## src/rtl/usb_rx_line_fifo.sv

```systemverilog
`default_nettype none
// +--------------------------------------------------------------------------+
// | usb_rx_line_fifo: FWFT byte FIFO with live EOL (line) count, optional    |
// | echo path enabled by macro USB_RX_ECHO_EN.                               |
// | Rev 1.0                                                                  |
// +--------------------------------------------------------------------------+
module usb_rx_line_fifo #(
  parameter int unsigned DEPTH_LOG2 = 4,
  parameter logic [7:0]  EOL_CHAR   = 8'h0D
) (
  input  logic                  clk,
  input  logic                  rst_n,
  input  logic [7:0]            s_data,
  input  logic                  s_valid,
  output logic                  s_ready,
  output logic [7:0]            m_data,
  output logic                  m_valid,
  input  logic                  m_ready,
  output logic [DEPTH_LOG2:0]   level,
  output logic [DEPTH_LOG2:0]   lines,
  output logic                  stall,
  input  logic                  stall_clr,
  output logic [7:0]            e_data,
  output logic                  e_valid,
  input  logic                  e_ready
);

  localparam int unsigned DEPTH = 1 << DEPTH_LOG2;
  localparam int unsigned PW    = DEPTH_LOG2 + 1;
  localparam logic [PW-1:0] c_one = {{(PW-1){1'b0}}, 1'b1};

  logic [7:0]    r_mem [DEPTH];
  logic [PW-1:0] r_wr_ptr;
  logic [PW-1:0] r_rd_ptr;
  logic [PW-1:0] r_level;
  logic [PW-1:0] r_lines;
  logic          r_stall;

  logic w_empty;
  logic w_full;
  logic w_echo_free;
  logic w_wr;
  logic w_rd;
  logic w_wr_eol;
  logic w_rd_eol;

  assign w_empty = (r_wr_ptr == r_rd_ptr);
  assign w_full  = (r_wr_ptr[DEPTH_LOG2-1:0] == r_rd_ptr[DEPTH_LOG2-1:0]) &&
                   (r_wr_ptr[DEPTH_LOG2] != r_rd_ptr[DEPTH_LOG2]);

  // rst_n gates s_ready so nothing is accepted while reset is held
  assign s_ready = rst_n & ~w_full & w_echo_free;
  assign m_valid = ~w_empty;
  assign m_data  = w_empty ? 8'h00 : r_mem[r_rd_ptr[DEPTH_LOG2-1:0]];
  assign level   = r_level;
  assign lines   = r_lines;
  assign stall   = r_stall;

  assign w_wr     = s_valid & s_ready;
  assign w_rd     = m_valid & m_ready;
  assign w_wr_eol = w_wr & (s_data == EOL_CHAR);
  assign w_rd_eol = w_rd & (m_data == EOL_CHAR);

  always_ff @(posedge clk) begin
    if (w_wr) begin
      r_mem[r_wr_ptr[DEPTH_LOG2-1:0]] <= s_data;
    end
  end

  always_ff @(posedge clk or negedge rst_n) begin
    if (!rst_n) begin
      r_wr_ptr <= '0;
      r_rd_ptr <= '0;
      r_level  <= '0;
      r_lines  <= '0;
      r_stall  <= 1'b0;
    end else begin
      if (w_wr) r_wr_ptr <= r_wr_ptr + c_one;
      if (w_rd) r_rd_ptr <= r_rd_ptr + c_one;

      if (w_wr && !w_rd)      r_level <= r_level + c_one;
      else if (w_rd && !w_wr) r_level <= r_level - c_one;

      if (w_wr_eol && !w_rd_eol)      r_lines <= r_lines + c_one;
      else if (w_rd_eol && !w_wr_eol) r_lines <= r_lines - c_one;

      // a new stall event outranks a simultaneous clear
      if (s_valid && !s_ready) r_stall <= 1'b1;
      else if (stall_clr)      r_stall <= 1'b0;
    end
  end

`ifdef USB_RX_ECHO_EN
  logic       r_echo_valid;
  logic [7:0] r_echo_data;

  // a draining echo slot can take the next byte in the same cycle
  assign w_echo_free = ~r_echo_valid | e_ready;
  assign e_valid     = r_echo_valid;
  assign e_data      = r_echo_valid ? r_echo_data : 8'h00;

  always_ff @(posedge clk or negedge rst_n) begin
    if (!rst_n) begin
      r_echo_valid <= 1'b0;
      r_echo_data  <= 8'h00;
    end else if (w_wr) begin
      r_echo_valid <= 1'b1;
      r_echo_data  <= s_data;
    end else if (r_echo_valid && e_ready) begin
      r_echo_valid <= 1'b0;
    end
  end
`else
  logic w_unused_e_ready;

  assign w_unused_e_ready = e_ready;
  assign w_echo_free      = 1'b1;
  assign e_valid          = 1'b0;
  assign e_data           = 8'h00;
`endif

endmodule
`default_nettype wire

```

## config.mk

```make
export PLATFORM = sky130hd
export DESIGN_NAME = usb_rx_line_fifo
export DESIGN_NICKNAME = d
export VERILOG_FILES = /design/src/rtl/usb_rx_line_fifo.sv
export SDC_FILE = /design/constraint.sdc
export NUM_CORES = 1
export LEC_CHECK = 0
export BUFFER_PORTS_ARGS = -buffer_cell sky130_fd_sc_hd__buf_2
export CAP_MARGIN = 10
export CORE_MARGIN = 2
export CORE_UTILIZATION = 42
export DETAILED_ROUTE_END_ITERATION = 6
export SLEW_MARGIN = 20
export SYNTH_ARGS = -nofsm -noshare
export SYNTH_HDL_FRONTEND = slang
export SYNTH_SLANG_ARGS = --single-unit
```

## constraint.sdc

```tcl
create_clock -name clk -period 5.1 [get_ports clk]
set_input_delay 0.51 -clock clk [delete_from_list [all_inputs] [get_ports clk]]
set_output_delay 0.51 -clock clk [all_outputs]
set_load 0.005 [all_outputs]
```

======== Word-level counts from Yosys, hierarchy flattened ========
Memories as Yosys holds them, arrays and structs flattened.
Cells that the tools add are included.
storage, ports and cells
  register bits after elaboration ......... 21
  RAM bits ................................ 128
  input bits .............................. 14
  output and inout bits ................... 30
  word-level logic and storage cells ...... 47
  memories kept ........................... 1
memory list
  memory  depth  bits a word  read ports  clocked after Yosys merged registers in  write ports  line  RTL
  r_mem   16     8            1           0                                        1            32    logic [7:0] r_mem [DEPTH];
cells by class
  $add $sub $neg .......................... 6
  equal/unequal tests ..................... 5
  muxes and demuxes ....................... 9
  bitwise logic cells ..................... 7
  reductions and logical operators ........ 14
operators by type and width
  kind                                               number
  adder 5 x 1 -> 5 bit (second input constant)       4
  2-to-1 mux 5 bit                                   4
  == test 8 x 4 -> 1 bit (second input constant)     2
  subtractor 5 x 1 -> 5 bit (second input constant)  2
  2-to-1 mux 8 bit                                   1
  logical AND 1 bit                                  6
  nonzero test 2 bit                                 3
  AND 1 bit                                          5
  == test 5 bit                                      1
  zero test 1 bit                                    5
  == test 4 bit                                      1
  2-to-1 mux 1 bit                                   4
  inverter 1 bit                                     2
  != test 1 bit                                      1

======== Logic depth before layout (Yosys ltp) ========
Gate-level depths: netlist of run 1.
  word-level depth ........................ 10
  mapped depth ............................ 17
  depth with buffers taken out ............ 14

======== Worst setup path after synthesis of run 1 ========
No wires, ideal clock.
  path kind ............................... flip-flop to flip-flop
  start ................................... register r_rd_ptr[1]
  end ..................................... register r_lines[4] (netlist: lines[4])
  setup time .............................. 0.079 ns
  arrival ................................. 3.558 ns
  slack ................................... 1.462 ns
  stages on the path, launching flop included .. 16
  cells stage by stage .................... dfrtp_1 > buf_6 > buf_12 > buf_6 > buf_2 > mux4_2 > a221o_1 > or4_1 > ha_1 > inv_1 > ha_1 > nor2b_1 > o21a_1 > or3_1 > a21oi_1 > xor2_1
on the way
  cells in the longest elaborated chain, start to end .. 9
  elaborated cells between the ends (all ways) .. 19
ends and longest elaborated chain
  what                                                              line  RTL
  start, declared                                                   34    logic [PW-1:0] r_rd_ptr;
  start signal, assigned                                            79    if (w_rd) r_rd_ptr <= r_rd_ptr + c_one;
  branches (longest 9 deep; another with memory read (16 x 8 bit))  n/a
  end signal, assigned                                              84    if (w_wr_eol && !w_rd_eol) r_lines <= r_lines + c_one;
  end signal, assigned                                              85    else if (w_rd_eol && !w_wr_eol) r_lines <= r_lines - c_one;
  end, declared                                                     36    logic [PW-1:0] r_lines;
Parallel ways; which one is timed is not known.
A chain may end at the register's enable or synchronous reset.

======== Worst setup path in the final report of run 1 ========
  start ................................... register r_rd_ptr[0]
  end ..................................... register r_lines[4] (netlist: lines[4])
The elaborated chain is that of the path after synthesis.

==> reports/summary.txt, run 1 <==
Status = complete, no violations
Post-synth EDFFs = 128
Leakage = 0.00265 µW
F_max = 227 MHz
Slew margin rel. = 39.6%
Largest family of logic cells by synthesized area = multiplexers
Initial Util = 42.5%
Initial antenna violation count = 0
Seq/Total Area, Yosys = 68.4%
Post-Synth Simple-Gate Area = 5.29%
Worst R2R Start = r_rd_ptr[0]
Antenna viol nets, final = 0
Worst path max stage delay = 930 ps
H-tree Lvls = 4
Cells along the critical path = buf_4 -> mux4_2 -> a221o_1 -> or4_1 -> ha_1 -> inv_1 -> ha_1 -> nor2b_1 -> o21a_1 -> or3_1 -> a21oi_1 -> xor2_1
CP max FO = 15
Arrival time worst endpoint = 4750 ps
Metal3 WL = 502 µm
CP dominant cell by count = ha_1
Post-cts sizing count = 0
DR WL/cell = 20.8 µm
Overflow after GRT = 0
Tot Pwr = 4060 µW
Post-synth ARST share = 14.1%
Max Buffers Root-to-Sink = 2
CP Launch Point = r_rd_ptr[0]
HPWL after detailed placement = 8180 µm
Warnings from Yosys = 0
Syn Area/Cell = 17.6 µm²
DP Area = 0.00670 mm²
Crit path time final = 4410 ps
Via density = 5.29
Final period util = 86.6%
CP required = 5440 ps
Cells after synthesis = 362
Slew Viols, Final = 0
Vias in the first global route = 3346
Final hold vios = 0
N_diodes = 0
CTS tree = built
# nets final = 431
Top routing layer in use = met4
Met2 routed WL = 6320 µm
Slew @ Worst Pin = 906 ps
Post-route cell area = 0.00725 mm²
Final WL = 12500 µm
Kind of critical path = reg2reg
RSZ-0062 raised after global routing = false
Global-route wire length before repair = 19900 µm
Unique masters post-synth = 48
Clock Sinks = 149
Core area = 0.0150 mm²
Detailed Routing Iterations Pass 1 = 4
Post-synth top flop = edfxtp_1
Post-synthesis register bit count = 149
Compound-Gate Fraction of Synth Area = 3.21%
Xor/xnor cell area share of the yosys netlist = 3.02%
Hold-fix buffers at CTS = 0
Share of the synthesized area in the top cell type = 60.2%
I/O Buffers = 33
Die area = 0.0162 mm²
Synth top area cells = edfxtp_1 (60%), mux4_2 (10%), dfrtp_1 (8.2%)
Hold WC Path Type = in2async
VDD IR max = 0.283 mV
Routability cong. = 0.772
Post-Synth Adder-Cell Area = 3.17%
Clk_lat worst skew = 410 ps
Clock root buffer = clkbuf_16
Max Clock Skew = 6.49 ps
Die width = 127 µm
Synth area leader = edfxtp_1
# DRC = 0
Setup TNS = 0 ps
CP Capture Type = register
Final setup fails = 0
Initial drt markers = 224
Slowest cell on crit path = dfrtp_1
Multiplexer share of the synthesized area = 13.5%
Power Dens Cells = 560 mW/mm²
Met1 Wirelength = 5670 µm
Clock Pin Slew Worst Setup and Hold Paths = 60 ps
Setup bufs post-CTS = 0
Cell Rows = 45
Boundary Pins = 44
Fin util = 48.2%
Via count = 3188
Max-cap violations = 0
CTS buffer count = 17
Share of cells above drive strength 1 = 24.3%
Min Hold Slack = 79.8 ps
Tot GR Track Use = 17.1%
Die Y = 127 µm
Crit start category = register
Cell Area, Synth = 0.00639 mm²
Largest net degree at the start of global routing = 24
Area Overhead vs Synth = 13.5%
## per-layer routing
metal  up-vias  GRT usage, %
li1       1476             -
met1      1645          23.1
met2        65          27.3
met3         2          3.81
met4         0          6.40
met5         -             0
## worst paths after layout
path	to	slack, ps	cells past startpoint
max in group asynchronous	r_rd_ptr[0]	4660	1
worst min register to register	lines[4]	460	1
min in group clk	stall	300	2
worst min-delay path	r_wr_ptr[2]	80	1
worst max register to register	lines[4]	690	12
worst max-delay path	lines[4]	690	12
## power by group
| part | total, µW | switching [µW] | internal (µW) | leakage, µW |
|---|---|---|---|---|
| clock | 1160 | 440 | 724 | 0.000272 |
| combinational | 1270 | 627 | 640 | 0.000971 |
| sequential | 1630 | 168 | 1460 | 0.00141 |
## flip-flops by register name, indices dropped and copies added (netlist names)
register and flops:
stall 1, lines 5, level 5, r_rd_ptr 5
r_mem 128, r_wr_ptr 5
## layout make-up
cell class,count,area (µm²)
Multi-Input combinational cell,184,1840
Tap cell,188,235
Timing Repair Buffer,40,218
Sequential cell,149,4370
Fill cell,1276,7780
Clock inverter,4,45.0
Clock buffer,28,508
Inverter,10,37.5
## logic make-up (layout without fill, tap and decap cells)
logic type,after synthesis,count (layout)
buf+inv,37,82
simple gates,61,61
compound gates,31,31
flops,149,149
mux,46,46
xor+xnor,22,22
other cells,1,9
fa+ha+maj,15,15
## worst max-delay path: cells and delay by family (launching register included)
family	cells	cell delay [ps]
adder cells (fa/ha/maj)	2	540
flip-flops	1	930
multiplexers	1	520
buffers and inverters	2	490
AO/OA/AOI/OAI	3	690
AND/OR/NAND/NOR	3	1010
XOR/XNOR	1	150
## placed cells by master (no fill, tap or decap), types with 2 or more instances in the layout
master and count:
mux4_1 2, a21oi_1 5, dfrtp_1 21, mux2i_1 9
o22ai_1 2, o21ai_0 6, clkbuf_8 2, conb_1 9
nor4_1 2, clkbuf_1 8, buf_2 33, fa_1 2
inv_2 2, xor2_1 12, a211oi_1 2, nor2b_1 5
a21o_1 3, a22o_1 2, nand3_1 2, edfxtp_1 128
mux4_2 29, and3_1 18, o21ai_1 3, inv_1 8
clkbuf_16 18, clkinv_2 3, xnor2_1 10, a221oi_1 2
nor2_1 10, nand2_1 11, ha_1 13, buf_4 7
mux2_2 5, and2_1 5
## per-stage QoR
| stage | worst slack, ps | instances |
|---|---|---|
| floorplan | 1460 | 370 |
| global placement | 601 | 571 |
| detailed placement | 600 | 571 |
| CTS | 597 | 603 |
| global route | 303 | 603 |
| finish | 686 | 603 |
## cell usage after synthesis, types with 2 or more instances
library cell	count
xor2_1	12
nor2_1	10
mux4_2	29
inv_2	2
xnor2_1	10
a22o_1	2
a221oi_1	2
inv_1	8
o21ai_0	6
a211oi_1	2
a21oi_1	5
nand3_1	2
edfxtp_1	128
mux2i_1	9
a21o_1	3
nor4_1	2
ha_1	13
and2_1	5
nor2b_1	5
nand2_1	11
o21ai_1	3
buf_2	7
buf_4	9
and3_1	18
clkbuf_1	8
dfrtp_1	21
fa_1	2
mux4_1	2
buf_6	2
mux2_2	5
o22ai_1	2
Power figures use the tool's default switching activity.
==> inputs of run 2 (changes only) <==
CTS_CLUSTER_DIAMETER = 100   (was unset)
clock period = 4.55 ns   (was 5.1 ns; I/O delays follow)
==> run 2 against run 1 <==
  * Via count up 2.3%
  * First-iteration DRC count is 21% higher
  * Sequential power grew 12%
  * Critical endpoint unchanged
  * Register-to-register slack worse by 290 ps
==> reports/summary.txt, run 2 (synthesis gave the netlist of run 1 again) <==
Initial antenna violation count = 0 (unchanged)
RSZ-0062 raised after global routing = false (unchanged)
Antenna viol nets, final = 0 (unchanged)
Status = complete, no violations (unchanged)
Slew @ Worst Pin = 766 ps (was 906 ps)
Vias in the first global route = 3314 (was 3346)
Final WL = 12800 µm (was 12500 µm)
Max Clock Skew = 9.23 ps (was 6.49 ps)
Pint = 3400 µW (was 2820 µW)
Min Hold Slack = 2.61 ps (was 79.8 ps)
Final period util = 91.3% (was 86.6%)
Core area = 0.0150 mm² (unchanged)
Power Dens Cells = 657 mW/mm² (was 560 mW/mm²)
# DRC = 0 (unchanged)
Hold-fix buffers at CTS = 0 (unchanged)
Slew margin rel. = 49.0% (was 39.6%)
Reg power frac = 37.5% (was 40.1%)
Routability cong. = 0.773 (was 0.772)
Fin util = 49.2% (was 48.2%)
Max reg flops = 128 (unchanged)
Arrival time worst endpoint = 4490 ps (was 4750 ps)
CP max FO = 14 (was 15)
Max-cap violations = 0 (unchanged)
Max Buffers Root-to-Sink = 2 (unchanged)
Fillers = 1243 (was 1276)
Initial drt markers = 271 (was 224)
Initial Util = 42.5% (unchanged)
Die area = 0.0162 mm² (unchanged)
I/O Buffers = 33 (unchanged)
Sw Ratio = 30.0% (was 30.4%)
Via count = 3260 (was 3188)
Final hold vios = 0 (unchanged)
Crit path time final = 4150 ps (was 4410 ps)
Tot GR Track Use = 17.2% (was 17.1%)
Die Y = 127 µm (unchanged)
Boundary Pins = 44 (unchanged)
CTS tree = built (unchanged)
Overflow after GRT = 0 (unchanged)
Largest net degree at the start of global routing = 35 (was 24)
R2R depth = 13 (was 12)
Clock Sinks = 149 (unchanged)
VDD IR max = 0.300 mV (was 0.283 mV)
Crit start category = register (unchanged)
Most frequent cells in the layout = edfxtp_1 (128), buf_2 (33), mux4_2 (29) (unchanged)
Worst R2R Start = r_rd_ptr[2] (was r_rd_ptr[0])
Cell Rows = 45 (unchanged)
Clk_lat worst skew = 420 ps (was 410 ps)
Setup bufs post-CTS = 0 (unchanged)
Clock Pin Slew Worst Setup and Hold Paths = 60 ps (about the same)
H-tree Lvls = 4 (unchanged)
Commonest non-fill, non-tap cell in the layout = edfxtp_1 (unchanged)
HPWL after detailed placement = 8310 µm (was 8180 µm)
Detailed Routing Iterations Pass 1 = 5 (was 4)
DR WL/cell = 21.2 µm (was 20.8 µm)
Slew Viols, Final = 0 (unchanged)
Post-cts sizing count = 0 (unchanged)
Via density = 5.38 (was 5.29)
NetSw = 1460 µW (was 1230 µW)
Hold WC Path Type = in2async (unchanged)
Setup TNS = 0 ps (unchanged)
Clock root buffer = clkbuf_16 (unchanged)
Leakage = 0.00272 µW (was 0.00265 µW)
N_diodes = 0 (unchanged)
CP required = 4890 ps (was 5440 ps)
Share of cells above drive strength 1 = 26.8% (was 24.3%)
Proportion of power drawn by the clock network = 32.2% (was 28.7%)
FF-to-FF setup slack = 400 ps (was 690 ps)
CTS buffer count = 17 (unchanged)
Final setup fails = 0 (unchanged)
CP Capture Type = register (unchanged)
F_max = 241 MHz (was 227 MHz)
Kind of critical path = reg2reg (unchanged)
Comb pwr share = 30.3% (was 31.2%)
FF-to-FF End = lines[4] (unchanged)
# nets final = 434 (was 431)
Die width = 127 µm (unchanged)
Global-route wire length before repair = 19800 µm (was 19900 µm)
Area Overhead vs Synth = 15.8% (was 13.5%)
==> run 2: worst max path at each step <==
stage                      startpoint        to  slack, ps  depth (start not counted)
after floorplan           r_rd_ptr[1]  lines[4]        910                         15
after global placement    r_rd_ptr[0]  lines[4]        310                         13
after detailed placement  r_rd_ptr[0]  lines[4]        270                         13
after CTS                 r_rd_ptr[0]  lines[4]        250                         13
after global routing      r_rd_ptr[2]  lines[4]        190                         13
final                     r_rd_ptr[2]  lines[4]        400                         13
==> run 2: worst max-delay path: stages, from the launching register on <==
cell       delay [ps]
dfrtp_1           840
mux4_2            410
mux2_2            320
nor3_2            170
o2111ai_1         130
or4_1             570
ha_1              260
inv_1             120
ha_1              270
nor2b_1           140
o21a_1            170
or3_1             300
a21oi_1           200
xor2_1            160
==> run 2: layout make-up <==
type,instances,area (µm²),area share [%]
Clock buffer,21,470,6.36
Clock inverter,11,196,2.66
Inverter,10,37.5,0.507
Multi-Input combinational cell,184,1840,24.8
Sequential cell,149,4370,59.1
Tap cell,188,235,3.18
Timing Repair Buffer,43,253,3.42
==> run 2: metrics by stage <==
step           area [µm²]  instances  setup slack [ps]  power [µW]
2_1_floorplan        6420        370               912        2860
3_3_place_gp         6730        574               313        3300
3_5_place_dp         6730        574               271        3340
4_1_cts              7400        606               252        4910
5_1_grt              7400        606               190        5110
6_report             7400        606               398        4860
==> run 2: routing by layer <==
metal | share of wire, % | global-route usage [%]
met1 | 45 | 23.5
met2 | 48 | 26.4
met3 | 4.6 | 4.77
met4 | 1.8 | 6.46
met5 | 0 | 0
==> run 2: power by group through the flow <==
stage | combinational, µW | sequential, µW | clock (µW)
finish | 1470 | 1820 | 1570
global route | 1610 | 1850 | 1650
CTS | 1490 | 1820 | 1590
detailed placement | 1490 | 1850 | 0
global placement | 1460 | 1840 | 0
floorplan | 1130 | 1730 | 0
==> inputs of run 3 (changes only) <==
RECOVER_POWER = 100   (was unset)
clock period = 4.9 ns   (was 4.55 ns; I/O delays follow)
==> run 3 against run 2 <==
  * First-iteration DRC count grew 15%
  * Worst hold slack gained 260 ps
  * Core utilization shrank 0.96 points
  * Sequential share of layout area grew 1.2 points
  * Via count shrank 0.15%
  * Power shrank 13%
  * Worst setup slack gained 230 ps
  * Clock skew grew 1.3 ps
  * Combinational power shrank 9.5%
  * Count of clock-buffer cells in the layout shrank 2
  * Maximum frequency shrank 2.7%
  * Largest cell class unchanged
==> reports/summary.txt, run 3 (synthesis gave the netlist of run 1 again) <==
Status = complete, no violations (unchanged)
Tot GR Track Use = 17.2% (about the same)
Clock Sinks = 149 (unchanged)
Final hold vios = 0 (unchanged)
# nets final = 436 (was 434)
Crit start category = register (unchanged)
CP max FO = 14 (unchanged)
Commonest non-fill, non-tap cell in the layout = edfxtp_1 (unchanged)
Initial antenna violation count = 0 (unchanged)
F_max = 234 MHz (was 241 MHz)
CP Buf/Inv Count = 2 (was 1)
Global-route wire length before repair = 19900 µm (was 19800 µm)
Post-cts sizing count = 0 (unchanged)
Initial Util = 42.5% (unchanged)
Most frequent cells in the layout = edfxtp_1 (128), mux4_2 (29), clkbuf_1 (22) (was edfxtp_1 (128), buf_2 (33), mux4_2 (29))
Clock Pin Slew Worst Setup and Hold Paths = 60 ps (about the same)
Max Clock Skew = 10.5 ps (was 9.23 ps)
Slew @ Worst Pin = 1240 ps (was 766 ps)
Slew Viols, Final = 0 (unchanged)
Via density = 5.36 (was 5.38)
Share of cells above drive strength 1 = 21.2% (was 26.8%)
Slew margin rel. = 17.3% (was 49.0%)
Final period util = 87.1% (was 91.3%)
CTS tree = built (unchanged)
Initial drt markers = 311 (was 271)
Setup ws final = 631 ps (was 398 ps)
Final WL = 12700 µm (was 12800 µm)
CP Launch Point = r_rd_ptr[1] (was r_rd_ptr[2])
Routability cong. = 0.808 (was 0.773)
Arrival time worst endpoint = 4610 ps (was 4490 ps)
Setup TNS = 0 ps (unchanged)
H-tree Lvls = 4 (unchanged)
Boundary Pins = 44 (unchanged)
Slowest cell on crit path = dfrtp_1 (unchanged)
Max-cap violations = 0 (unchanged)
R2R depth = 14 (was 13)
Setup bufs post-CTS = 0 (unchanged)
Worst path max stage delay = 710 ps (was 840 ps)
Top delay family on crit path = simple AND/OR/NAND/NOR gates (unchanged)
Core area = 0.0150 mm² (unchanged)
CTS buffer count = 17 (unchanged)
Pre-CTS WS = 561 ps (was 271 ps)
N_diodes = 0 (unchanged)
Hold Path Sink = stall
FF-to-FF End = lines[4] (unchanged)
Tot Pwr = 4230 µW (was 4860 µW)
Crit path time final = 4270 ps (was 4150 ps)
Hold wc startpoint = stall_clr
DR WL/cell = 20.9 µm (was 21.2 µm)
RSZ-0062 raised after global routing = false (unchanged)
Worst Hold Depth = 2
Placed cell count = 576 (was 574)
I/O Buffers = 33 (unchanged)
Cell Rows = 45 (unchanged)
Area Overhead vs Synth = 13.6% (was 15.8%)
Die area = 0.0162 mm² (unchanged)
Hold WC Path Type = in2reg (was in2async)
Hold-fix buffers at CTS = 0 (unchanged)
VDD IR max = 0.261 mV (was 0.300 mV)
Max Buffers Root-to-Sink = 2 (unchanged)
Final setup fails = 0 (unchanged)
Non-Filler Instances = 607 (was 606)
CP dominant cell by count = ha_1 (unchanged)
Die Y = 127 µm (unchanged)
HPWL after detailed placement = 8310 µm (about the same)
# DRC = 0 (unchanged)
Leakage = 0.00259 µW (was 0.00272 µW)
Kind of critical path = reg2reg (unchanged)
Clk_lat worst skew = 430 ps (was 420 ps)
Power Dens Cells = 584 mW/mm² (was 657 mW/mm²)
Clock root buffer = clkbuf_16 (unchanged)
Vias in the first global route = 3381 (was 3314)
Via count = 3255 (was 3260)
CP Capture Type = register (unchanged)
Fin util = 48.3% (was 49.2%)
Die width = 127 µm (unchanged)
Fillers = 1271 (was 1243)
Worst R2R Start = r_rd_ptr[1] (was r_rd_ptr[2])
Max reg flops = 128 (unchanged)
CP required = 5250 ps (was 4890 ps)
Antenna viol nets, final = 0 (unchanged)
Overflow after GRT = 0 (unchanged)
Cells along the critical path = buf_12 -> mux4_2 -> mux2i_1 -> and3_1 -> o2111ai_1 -> or4_1 -> ha_1 -> inv_1 -> ha_1 -> nor2b_1 -> o21a_1 -> or3_1 -> a21oi_1 -> xor2_1 (was mux4_2 -> mux2_2 -> nor3_2 -> o2111ai_1 -> or4_1 -> ha_1 -> inv_1 -> ha_1 -> nor2b_1 -> o21a_1 -> or3_1 -> a21oi_1 -> xor2_1)
Largest net degree at the start of global routing = 24 (was 35)
FF-to-FF setup slack = 630 ps (was 400 ps)
Detailed Routing Iterations Pass 1 = 4 (was 5)
## run 3: how the worst max path moves through the flow
stage | endpoint | slack (ps) | cells after the start
after floorplan | lines[4] | 1260 | 15
after global placement | lines[4] | 650 | 14
after detailed placement | lines[4] | 560 | 14
after CTS | lines[4] | 540 | 14
after global routing | lines[4] | 310 | 15
final | lines[4] | 630 | 14
## run 3: metrics by stage
stage,cell area [µm²],hold WS (ps)
global placement,6750,454
floorplan,6420,194
finish,7250,262
global route,7250,251
CTS,7290,41.8
detailed placement,6750,451
## run 3: per-layer routing
layer	up-vias	GRT usage [%]	share of wire [%]
met5	-	0	0
met4	0	6.46	1.4
met3	14	4.40	4.7
met2	83	27.3	49
met1	1679	23.0	45
li1	1479	-	-
## run 3: worst register-to-register path: stages, from the launching register on
cell	delay, ps
dfrtp_1	710
buf_12	240
mux4_2	510
mux2i_1	230
and3_1	210
o2111ai_1	130
or4_1	560
ha_1	260
inv_1	130
ha_1	270
nor2b_1	140
o21a_1	170
or3_1	300
a21oi_1	180
xor2_1	160
## run 3: cell type report
cell class,instances,area [µm²],share of cell area (%)
tap,188,235,3.24
multi-input combinational,184,1840,25.3
inverter,10,37.5,0.517
sequential,149,4370,60.2
timing repair buffer,45,235,3.24
clock inverter,12,109,1.50
clock buffer,19,433,5.97
## run 3: power by group
group          internal (µW)  switching (µW)
logic                    680             646
registers               1520             192
clock network            693             505
